**src/rtl/msu_audio_player.sv**
```systemverilog
// msu_audio_player: MSU-1 audio sample FIFO consumer.
// An exact fractional accumulator produces a SAMPLE_HZ strobe from clk. On
// each strobe one stereo word is popped from the show-ahead FIFO, the 8-bit
// MSU-1 volume is applied, and registered signed 16-bit L/R samples go out.
// Optional feature macro: MSU_AUDIO_VOLRAMP_EN (volume slews one step per
// sample instead of jumping, to avoid zipper noise).

// Per-channel volume scaler: 255 is an exact pass-through, anything else is
// (raw * vol) >>> 8, which can never exceed |raw|, so no saturation is needed.
module msu_audio_lane (
  input  logic [15:0] raw,
  input  logic [7:0]  vol,
  output logic [15:0] y
);
  logic signed [24:0] prod;
  logic               prod_unused;

  assign prod        = $signed(raw) * $signed({1'b0, vol});
  assign prod_unused = ^{prod[24], prod[7:0]};
  assign y           = (vol == 8'hFF) ? raw : prod[23:8];
endmodule

module msu_audio_player #(
  parameter int CLK_HZ    = 21477270,
  parameter int SAMPLE_HZ = 44100
) (
  input  logic        clk,
  input  logic        reset,
  input  logic        play,
  input  logic [7:0]  volume,
  input  logic [31:0] fifo_q,
  input  logic        fifo_empty,
  output logic        fifo_rdreq,
  output logic [15:0] audio_l,
  output logic [15:0] audio_r,
  output logic        sample_tick,
  output logic        underrun
);
  localparam int STAGES    = 2;
  localparam int NUM_LANES = 2;  // lane 0 = left, lane 1 = right

  logic [25:0]                 acc, acc_sum;
  logic                        tick;
  logic [STAGES:0]             vld_pipe;
  logic [STAGES:1]             vld_q;
  logic [NUM_LANES-1:0][15:0]  raw, scaled, aud;
  logic [7:0]                  vol_eff, vol_nxt;

  // Accumulator wraps by CLK_HZ whenever it crosses it: exact long-term rate.
  assign acc_sum  = acc + 26'(SAMPLE_HZ);
  assign tick     = (acc_sum >= 26'(CLK_HZ));
  assign vld_pipe = {vld_q, tick};

  // Rate generator runs regardless of play.
  always_ff @(posedge clk or posedge reset) begin
    if (reset) acc <= '0;
    else       acc <= tick ? acc_sum - 26'(CLK_HZ) : acc_sum;
  end

  // Strobe shift register: T -> T+1 (scale) -> T+2 (sample_tick).
  always_ff @(posedge clk or posedge reset) begin
    if (reset) vld_q <= '0;
    else       vld_q <= vld_pipe[STAGES-1:0];
  end

  // Fetch: latch the show-ahead word (or silence) and decide pop/underrun on T.
  always_ff @(posedge clk or posedge reset) begin
    if (reset) begin
      raw        <= '0;
      fifo_rdreq <= 1'b0;
      underrun   <= 1'b0;
    end else begin
      fifo_rdreq <= tick & play & ~fifo_empty;
      underrun   <= tick & play & fifo_empty;
      if (tick) raw <= (play && !fifo_empty) ? fifo_q : '0;
    end
  end

  // Effective volume for the sample being scaled this cycle.
  always_comb begin
    vol_nxt = vol_eff;
`ifdef MSU_AUDIO_VOLRAMP_EN
    if (vol_eff < volume)      vol_nxt = vol_eff + 8'd1;
    else if (vol_eff > volume) vol_nxt = vol_eff - 8'd1;
`else
    vol_nxt = volume;
`endif
  end

  for (genvar i = 0; i < NUM_LANES; i++) begin : g_lane
    msu_audio_lane u_lane (
      .raw (raw[i]),
      .vol (vol_nxt),
      .y   (scaled[i])
    );
  end

  // Scale stage: volume step and output register both happen at T+1.
  always_ff @(posedge clk or posedge reset) begin
    if (reset) begin
      vol_eff <= '0;
      aud     <= '0;
    end else if (vld_pipe[1]) begin
      vol_eff <= vol_nxt;
      aud     <= scaled;
    end
  end

  assign audio_l     = aud[0];
  assign audio_r     = aud[1];
  assign sample_tick = vld_pipe[STAGES];
endmodule

```
**config.mk**
```make
export PLATFORM = sky130hd
export DESIGN_NAME = msu_audio_player
export DESIGN_NICKNAME = d
export VERILOG_FILES = /design/src/rtl/msu_audio_player.sv
export SDC_FILE = /design/constraint.sdc
export NUM_CORES = 1
export LEC_CHECK = 0
export CORE_UTILIZATION = 39
export CTS_CLUSTER_DIAMETER = 50
export DETAILED_ROUTE_END_ITERATION = 12
export PLACE_DENSITY_LB_ADDON = 0.05
export SLEW_MARGIN = 20
export SYNTH_ARGS = -nofsm -noshare
export SYNTH_HDL_FRONTEND = slang
export SYNTH_SLANG_ARGS = --single-unit
```
**constraint.sdc**
```tcl
create_clock -name clk -period 4.8 [get_ports clk]
set_clock_uncertainty 0.1 [all_clocks]
set_input_delay 0.96 -clock clk [delete_from_list [all_inputs] [get_ports clk]]
set_output_delay 0.96 -clock clk [all_outputs]
set_load 0.01 [all_outputs]
```
==> results by group, run 1 <==
Worst setup path
  • WP data required: 4960 ps
  • Sum of buffers and inverters on the critical path: 6
  • CP delay by family, top: adder cells
  • Crit path DAT: 5440 ps
  • Max incr delay on CP: 580 ps
  • Path type of the worst setup path: in2reg
  • RR Startpoint: raw[23]
  • Critical Path Start: volume[5]
  • CP Cell Sequence: buf_8, buf_12, buf_4, buf_6, and2_1, fa_1, fa_1, fa_1, inv_1, fa_1, inv_1, ha_4, nand2_2, or4_4, a21oi_4, a31o_4, a21oi_4, o21bai_1, xnor2_1, o21ai_1
  • Worst Reg-to-Reg Cells: 20
  • Crit-path most repeated cell: fa_1
  • Slowest-stage cell, CP: fa_1
  • CP Depth: 20
  • Startpoint Class: primary input
  • CP max FO: 7
  • Crit path capture type: register

Placement
  • DP Cell Count: 2150
  • # port buffers: 78
  • DP HPWL: 27.6 mm
  • GPL Wtd Cong: 0.806

Final layout
  • Synthesis-to-layout area growth: 29.4%
  • Post-Layout Cell Count: 2226
  • Nets@finish: 2103
  • Share of layout cells above drive strength 1: 0.221
  • Fill cells: 3285
  • Post-layout util: 0.513

Timing
  • Max_slew headroom: 0.310
  • RSZ-0062 raised after global routing: yes
  • Fin crit share: 1.10
  • Setup TNS: -7220 ps
  • Slew Viols, Final: 0
  • Final worst slack: -483 ps
  • Setup violations, final: 23
  • Peak Freq: 189 MHz
  • Worst Tran Pin Value: 1030 ps
  • Hold Fails Final Rpt: 0
  • Fin crit period: 5280 ps

Synthesis
  • Register area share after synthesis: 0.175
  • Async SR Flop Fraction: 1.00
  • Mapped Cells: 1563
  • Distinct cell type count of the synthesized netlist: 79
  • Number of enable flip-flop cells after synthesis: 0
  • Syn Nets: 1894
  • Synth Flop Type: dfrtp_1
  • Cell area after synthesis: 13300 µm²
  • Synth Warn #: 0
  • Post-Syn Area per Cell: 8.51 µm²
  • #FFs+latches synth: 93

Floorplan
  • Initial core utilization: 0.397
  • Core Box Area: 33500 µm²
  • Die Y: 187 µm
  • Die X: 187 µm
  • Io pins: 79
  • Die footprint: 34900 µm²
  • Row Count: 67

Clock network
  • Num Clock Sinks: 93
  • CTS clock-pin slew for the worst setup and hold paths: 70 ps
  • Worst skew pair latency: 380 ps
  • CTS Buffer Depth: 2
  • Clock Root Buffer: clkbuf_16
  • Cts bufs inserted: 9
  • CTS tree: built
  • CTS HTree Levels: 3

Drt
  • Via count: 10800
  • DRC viols: 0
  • Vias per inst: 4.85
  • Antenna viol nets, final: 0
  • Detailed Route WL: 36.4 mm
  • Routed WL per cell: 16.3 µm
  • Total iterations of the first detailed-routing run: 5
  • DRT iter0 DRCs: 438

Power
  • Sw frac: 0.444
  • Switching power: 4500 µW
  • VDD IR max: 0.000550 V
  • P_leak: 0.00846 µW
  • Sequential share of power: 0.077
  • Comb pwr share: 0.849
  • Pwr per Cell Area: 590 nW/µm²
  • Clk network pwr share: 0.074
  • Int Power: 5640 µW

Hold path
  • Min-delay src: audio_r[6]
  • Hold Path Class: reg2reg
  • Hold Crit Depth: 1

Global route
  • Largest net degree at the start of global routing: 75
  • Vias in the first global route: 11600
  • Initial antenna violation count: 1
  • Gr ovfl total: 0
  • First-pass GRT wire length: 60.9 mm
  • Tot GR Track Use: 0.223

Run status
  • Failing checks: negative setup slack
  • Status: finished with violations

Job
  • Max-cap violations: 0
[through the flow]
step / total power, µW / instance area (µm²) / worst slack, ps / hold slack (ps)
floorplan: 5860 / 13700 / -494 / 252
global placement: 8000 / 15800 / -1330 / 367
CTS: 9670 / 16800 / -531 / 403
finish: 10100 / 17200 / -483 / 398
global route: 11300 / 17200 / -711 / 428
detailed placement: 8030 / 15800 / -1330 / 384
[what timing repair did]
action,CTS,global route
gates resized for setup,116,81
hold buffers,0,0
pin swaps,71,86
buffers inserted,38,23
gates cloned,3,0
endpoints found under the setup margin,31,27
[cell usage after synthesis (all sizes together), types with 5 or more instances]
master,instances,area (µm²)
o21bai,7,52.6
and2,110,688
nand4,5,31.3
ha,89,1110
nor2,78,293
clkbuf,71,272
o31ai,6,50.1
xor2,26,228
o21a,6,45.0
nor2b,5,31.3
nand3,11,60.1
a31oi,15,109
inv,292,1100
nor3,9,61.3
a21o,8,60.1
fa,198,3960
o21ai,63,323
or3,6,37.5
dfrtp,93,2330
nor4,5,31.3
xnor2,51,447
buf,18,98.9
nand2,264,993
a21oi,56,284
and3,11,73.8
[cells in the final DEF (no fill, tap or decap), types with 5 or more instances in the layout]
cell             Yosys  final
inv_1              291    269
nand2_1            263    226
fa_1               198    190
buf_4                1    165
and2_1             110    106
dfrtp_1             93     92
nor2_1              78     78
ha_1                89     72
clkdlybuf4s50_1      0     70
o21ai_0             60     49
xnor2_1             51     47
a21oi_1             55     37
nand2_2              1     28
buf_6                2     28
xor2_1              26     25
inv_2                1     22
ha_4                 0     15
a21oi_2              1     14
a31oi_1             14     12
buf_12               0     12
nand2_4              0     10
nand3_1             10      9
and3_1              10      9
clkbuf_16            0      9
a21o_1               8      8
fa_2                 0      8
buf_8                0      8
o21ai_1              1      7
o21a_1               6      6
o21bai_1             7      6
nand4_1              5      5
nor3_2               1      5
a21oi_4              0      5
or3_1                6      5
o21ai_2              2      5
o31ai_1              5      5
[routing by layer]
| metal | track usage | wire (µm) |
|---|---|---|
| met2 | 0.381 | 18200 |
| met4 | 0.0659 | 844 |
| met3 | 0.0335 | 1170 |
| met5 | 0 | 0 |
| met1 | 0.292 | 16200 |
[state kept, by name, indices dropped and copies added, names as in the netlist]
| name | flops |
|---|---|
| acc | 25 |
| audio_l | 16 |
| audio_r | 16 |
| fifo_rdreq | 1 |
| raw | 32 |
| underrun | 1 |
| vld_q | 2 |
[power by group through the flow]
stage | clock network (µW) | registers (µW) | logic [µW]
2_1_floorplan | 0 | 798 | 5060
5_1_grt | 808 | 783 | 9730
4_1_cts | 785 | 783 | 8100
3_3_place_gp | 0 | 798 | 7200
3_5_place_dp | 0 | 798 | 7240
6_report | 747 | 783 | 8620
[path summary, 6_finish.rpt]
kind	end	slack, ps
max	audio_r[14]	-480
min	audio_r[6]	400
max reg2reg	audio_r[14]	-280
min reg2reg	audio_r[6]	400
max in group asynchronous	raw[21]	2810
min in group asynchronous	audio_l[14]	990
[layout make-up]
cell class	count	area (µm²)	area share
multi-input combinational	1089	10200	0.595
sequential	93	2330	0.135
clock buffer	12	256	0.0149
antenna	1	2.50	0.000145
clock inverter	4	31.3	0.00182
timing repair buffer	287	2690	0.156
tap	448	561	0.0326
inverter	292	1100	0.0640
[cells by family (layout without fill, tap and decap cells)]
group,after synthesis,count (layout),share of synthesized area
xor+xnor,77,77,0.0507
fa+ha+maj,287,287,0.382
other cells,0,1,0
compound gates,197,197,0.0940
buf+inv,381,595,0.110
mux,5,5,0.00404
simple gates,523,523,0.184
flops,93,93,0.175
(Power assumes the default switching activity.)
==> run 2: changes to the inputs <==
PLACE_DENSITY_LB_ADDON = not set   (was 0.05)
==> results by group, run 2 (synthesis gave the netlist of run 1 again) <==
Power
  • Pwr per Cell Area: 612 nW/µm²
  • PnR Total Power: 10700 µW
  • P_leak: 0.00857 µW
  • VDD IR max: 0.000378 V

Timing
  • Fin crit share: 1.10
  • Setup TNS: -8000 ps
  • RSZ-0062 raised after global routing: yes
  • Final worst slack: -486 ps
  • Peak Freq: 189 MHz
  • Fin crit period: 5290 ps
  • Worst Tran Pin Value: 1010 ps
  • Max_slew headroom: 0.323
  • Worst hold margin: 394 ps
  • Setup violations, final: 27
  • Slew Viols, Final: 0
  • Hold Fails Final Rpt: 0

Job
  • Max-cap violations: 0

Worst setup path
  • Crit path capture type: register
  • WP data required: 4990 ps
  • Critical Path Start: volume[4]
  • RR Startpoint: raw[19]
  • Path type of the worst setup path: in2reg
  • Worst Reg-to-Reg Cells: 19
  • Crit path DAT: 5480 ps
  • Startpoint Class: primary input
  • FF-to-FF End: audio_r[15]
  • Worst setup path endpoint: audio_l[9]
  • Setup slack, reg-to-reg: -340 ps
  • CP max FO: 6

Drt
  • Total iterations of the first detailed-routing run: 6
  • Routed WL per cell: 16.0 µm
  • Vias per inst: 4.93
  • DRT iter0 DRCs: 614
  • Antenna viol nets, final: 0
  • Detailed Route WL: 35.5 mm
  • Via count: 10900
  • DRC viols: 0

Final layout
  • ANT cells: 0
  • Commonest non-fill, non-tap cell in the layout: inv_1
  • Synthesis-to-layout area growth: 31.7%
  • Post-Layout Cell Count: 2221
  • Nets@finish: 2099
  • Max reg flops: 32
  • Largest registers: raw: 32 flops, acc: 25 flops
  • Share of layout cells above drive strength 1: 0.234
  • Most frequent cells in the layout: inv_1, nand2_1, fa_1
  • Largest register by flop count: raw

Clock network
  • Clock Root Buffer: clkbuf_16
  • Num Clock Sinks: 93
  • Cts bufs inserted: 9
  • CTS HTree Levels: 3
  • CTS clock-pin slew for the worst setup and hold paths: 70 ps
  • Worst skew pair latency: 390 ps
  • Hold buffers post-CTS: 0
  • CTS Buffer Depth: 2
  • CTS tree: built

Hold path
  • Hold Path Class: reg2reg

Global route
  • Gr ovfl total: 0
  • First-pass GRT wire length: 58.9 mm
  • Largest net degree at the start of global routing: 72
  • Initial antenna violation count: 1
  • Vias in the first global route: 11700
  • Tot GR Track Use: 0.213

Floorplan
  • Die Y: 187 µm
  • Io pins: 79
  • Initial core utilization: 0.397
  • Die X: 187 µm
  • Die footprint: 34900 µm²
  • Row Count: 67
  • Core Box Area: 33500 µm²

Placement
  • # port buffers: 78
  • DP Cell Count: 2153
  • Pre-CTS setup slack: -1340 ps
  • GPL Wtd Cong: 0.840
  • DP HPWL: 26.3 mm

Run status
  • Failing checks: negative setup slack
  • Status: finished with violations
==> run 2: changes by cell type in the layout (fill, tap and decap cells not counted), moves of 5 or more <==
cell and delta:
buf_12 +7, buf_4 -15, ha_1 -6, and2_4 +5, and2_1 -5, nand2_2 +11
nand2_1 -8, ha_4 +5
==> run 2: per-stage QoR <==
| stage | utilization | instance area, µm² |
|---|---|---|
| finish | 0.523 | 17500 |
| global route | 0.523 | 17500 |
| CTS | 0.508 | 17000 |
| detailed placement | 0.473 | 15900 |
| global placement | 0.473 | 15900 |
| floorplan | - | 13700 |
==> run 2: cell type report <==
type                       count  area (µm²)
fill                        3125       16000
multi-input combinational   1089       10400
timing repair buffer         283        2800
sequential                    93        2330
inverter                     292        1100
tap                          448         561
clock buffer                  10         229
clock inverter                 6        98.8
==> run 2: layer usage <==
| layer | share of wire | GRT usage | routed length (µm) | vias to the layer above |
|---|---|---|---|---|
| met2 | 0.50 | 0.368 | 17900 | 244 |
| met3 | 0.052 | 0.0387 | 1860 | 48 |
| met5 | 0 | 0 | 0 | - |
| met4 | 0.021 | 0.0586 | 756 | 0 |
| li1 | - | - | - | 5193 |
| met1 | 0.42 | 0.272 | 15000 | 5455 |
==> run 2: worst min-delay path by stage <==
stage | start | slack (ps) | endpoint | cells after the start
after floorplan | vld_q[1] | 250 | vld_q[2] | 0
after global placement | audio_r[6] | 380 | audio_r[6] | 1
after detailed placement | audio_r[6] | 370 | audio_r[6] | 1
after CTS | audio_r[6] | 390 | audio_r[6] | 1
after global routing | audio_r[6] | 410 | audio_r[6] | 1
final | audio_r[6] | 390 | audio_r[6] | 1
==> run 2: critical path, cell delays in order <==
cell      delay (ps)
buf_12            80
buf_12           120
buf_8            110
buf_8            120
nand2_2           50
fa_1             480
inv_1             50
fa_1             470
fa_1             550
inv_1             50
fa_1             490
inv_2             40
ha_4             210
a21o_1           180
a21oi_2          150
nand2_1          100
a21oi_2          190
o21ai_4          110
buf_6            150
a211oi_4         230
buf_4            150
o21ai_1           50
o21bai_1         190
a31oi_1          170
==> run 2: timing repair <==
action	CTS	global route
cloned	7	0
setup buffers	42	13
setup endpoints to repair	32	29
pin swaps	96	92
gates resized for setup	131	102
==> run 2: report_power, final <==
group / leakage (µW) / switching [µW] / total (µW) / internal [µW]
Combinational: 0.00745 / 4380 / 9090 / 4710
Sequential: 0.000958 / 0 / 783 / 783
Clock: 0.000160 / 374 / 838 / 464
Total: 0.00857 / 4760 / 10700 / 5960
==> run 3: changes to the inputs <==
CORE_UTILIZATION = 40   (was 39)
==> results by group, run 3 (synthesis gave the netlist of run 1 again) <==
Global route
  • Gr ovfl total: 0
  • Largest net degree at the start of global routing: 74
  • First-pass GRT wire length: 57.0 mm
  • Initial antenna violation count: 0
  • Tot GR Track Use: 0.217
  • Vias in the first global route: 11400

Drt
  • Via count: 11000
  • Routed WL per cell: 15.6 µm
  • Total iterations of the first detailed-routing run: 5
  • DRC viols: 0
  • Detailed Route WL: 35.0 mm
  • Antenna viol nets, final: 0
  • DRT iter0 DRCs: 508
  • Vias per inst: 4.92

Timing
  • RSZ-0062 raised after global routing: yes
  • Fin crit period: 5270 ps
  • Slew Viols, Final: 0
  • Setup violations, final: 29
  • Final worst slack: -471 ps
  • Worst Tran Pin Value: 1030 ps
  • Hold Fails Final Rpt: 0
  • Setup TNS: -9240 ps
  • Peak Freq: 190 MHz
  • Max_slew headroom: 0.310
  • Fin crit share: 1.10

Worst setup path
  • Slowest-stage cell, CP: fa_1
  • Sum of buffers and inverters on the critical path: 5
  • Crit-path most repeated cell: fa_1
  • WP data required: 4950 ps
  • Crit path DAT: 5420 ps
  • CP Cell Sequence: buf_12, buf_12, nand2_4, fa_1, inv_1, fa_1, ha_1, inv_2, fa_1, inv_2, ha_4, nand2_4, o41ai_4, a31oi_4, or4_4, a21oi_4, a31o_4, a21oi_4, a21oi_2, xnor2_1, o221ai_1
  • Startpoint Class: primary input
  • Crit path capture type: register
  • CP max FO: 4
  • CP delay by family, top: adder cells
  • Path type of the worst setup path: in2reg
  • Max incr delay on CP: 550 ps

Clock network
  • Worst skew pair latency: 390 ps
  • Clock Root Buffer: clkbuf_16
  • Num Clock Sinks: 93
  • CTS tree: built
  • Cts bufs inserted: 9
  • CTS HTree Levels: 3
  • CTS Buffer Depth: 2
  • CTS clock-pin slew for the worst setup and hold paths: 80 ps

Floorplan
  • Io pins: 79
  • Die X: 184 µm
  • Die Y: 184 µm
  • Initial core utilization: 0.408
  • Die footprint: 34000 µm²
  • Core Box Area: 32600 µm²
  • Row Count: 66

Final layout
  • Most frequent cells in the layout: inv_1, nand2_1, fa_1
  • Max reg flops: 32
  • Storage element area: 2330 µm²
  • Share of layout cells above drive strength 1: 0.246
  • Largest registers: raw: 32 flops, acc: 25 flops
  • Fill cells: 2955
  • ANT cells: 0
  • Post-route cell area: 17700 µm²
  • Largest register by flop count: raw
  • Multi-input gate area: 10400 µm²
  • Post-layout util: 0.541
  • Nets@finish: 2122
  • Synthesis-to-layout area growth: 32.7%
  • Commonest non-fill, non-tap cell in the layout: inv_1

Power
  • Pwr per Cell Area: 620 nW/µm²
  • Sw frac: 0.433
  • Comb pwr share: 0.855
  • Clk network pwr share: 0.073
  • Sequential share of power: 0.071
  • Switching power: 4740 µW
  • VDD IR max: 0.000479 V
  • Int Power: 6210 µW
  • P_leak: 0.00866 µW

Placement
  • DP HPWL: 25.8 mm
  • # port buffers: 78
  • Placement Cell Area: 15900 µm²
  • GPL Wtd Cong: 0.845
  • Pre-CTS setup slack: -1330 ps

Hold path
  • Hold Path Class: reg2reg

Run status
  • Status: finished with violations
  • Failing checks: negative setup slack

Job
  • Max-cap violations: 0
-- run 3: cell types whose count changed in the layout (fill, tap and decap cells not counted), moves of 4 or more --
cell     previous run  this run
nand2_2            39        29
and2_1            101        97
a21oi_2            14        20
buf_6              26        31
and2_4              9        13
buf_4             150       174
nand2_1           218       227
-- run 3: worst reg2reg max path: cells and delay by family (launching register included) --
family	cells	cell delay, ps
AO/OA/AOI/OAI	7	1310
AND/OR/NAND/NOR	3	620
XOR/XNOR	1	130
buffers and inverters	3	150
adder cells (fa/ha/maj)	5	2060
flip-flops	1	580
-- run 3: per-stage QoR --
step | power, µW | std cells | hold WS [ps]
2_1_floorplan | 5860 | 1563 | 252
3_3_place_gp | 8110 | 2159 | 393
3_5_place_dp | 8190 | 2159 | 386
4_1_cts | 10100 | 2222 | 414
5_1_grt | 12100 | 2238 | 438
6_report | 10900 | 2238 | 402
-- run 3: cell type report --
class	instances	share of cell area
clock buffer	10	0.0130
multi-input combinational	1089	0.590
sequential	93	0.132
inverter	292	0.0623
tap	442	0.0313
clock inverter	6	0.00446
timing repair buffer	306	0.167
-- run 3: what timing repair did --
| item | in CTS | in global routing |
|---|---|---|
| hold endpoints to repair | 0 | 0 |
| hold buffers | 0 | 0 |
| endpoints found under the setup margin | 32 | 30 |
| gates resized for setup | 124 | 117 |
| gates cloned | 7 | 0 |
| setup buffers | 41 | 22 |
| pin swaps | 84 | 131 |
-- run 3: power by group through the flow --
stage	Sequential, µW	Combinational, µW	Clock (µW)
floorplan	798	5060	0
global route	783	10400	850
detailed placement	798	7400	0
finish	783	9370	801
global placement	798	7310	0
CTS	783	8470	831
-- run 3: path summary, 6_finish.rpt --
path / cells past startpoint / startpoint / endpoint / slack [ps]
min in group asynchronous: 2 / reset / underrun / 980
max in group asynchronous: 3 / reset / audio_l[3] / 2790
max reg2reg: 19 / raw[20] / audio_r[15] / -280
min reg2reg: 1 / audio_r[6] / audio_r[6] / 400
min: 1 / audio_r[6] / audio_r[6] / 400
max: 21 / volume[2] / audio_r[15] / -470
-- run 3: per-layer routing --
metal	global-route usage	share of wire
met2	0.379	0.51
met3	0.0290	0.035
met4	0.0577	0.017
met1	0.279	0.44
met5	0	0
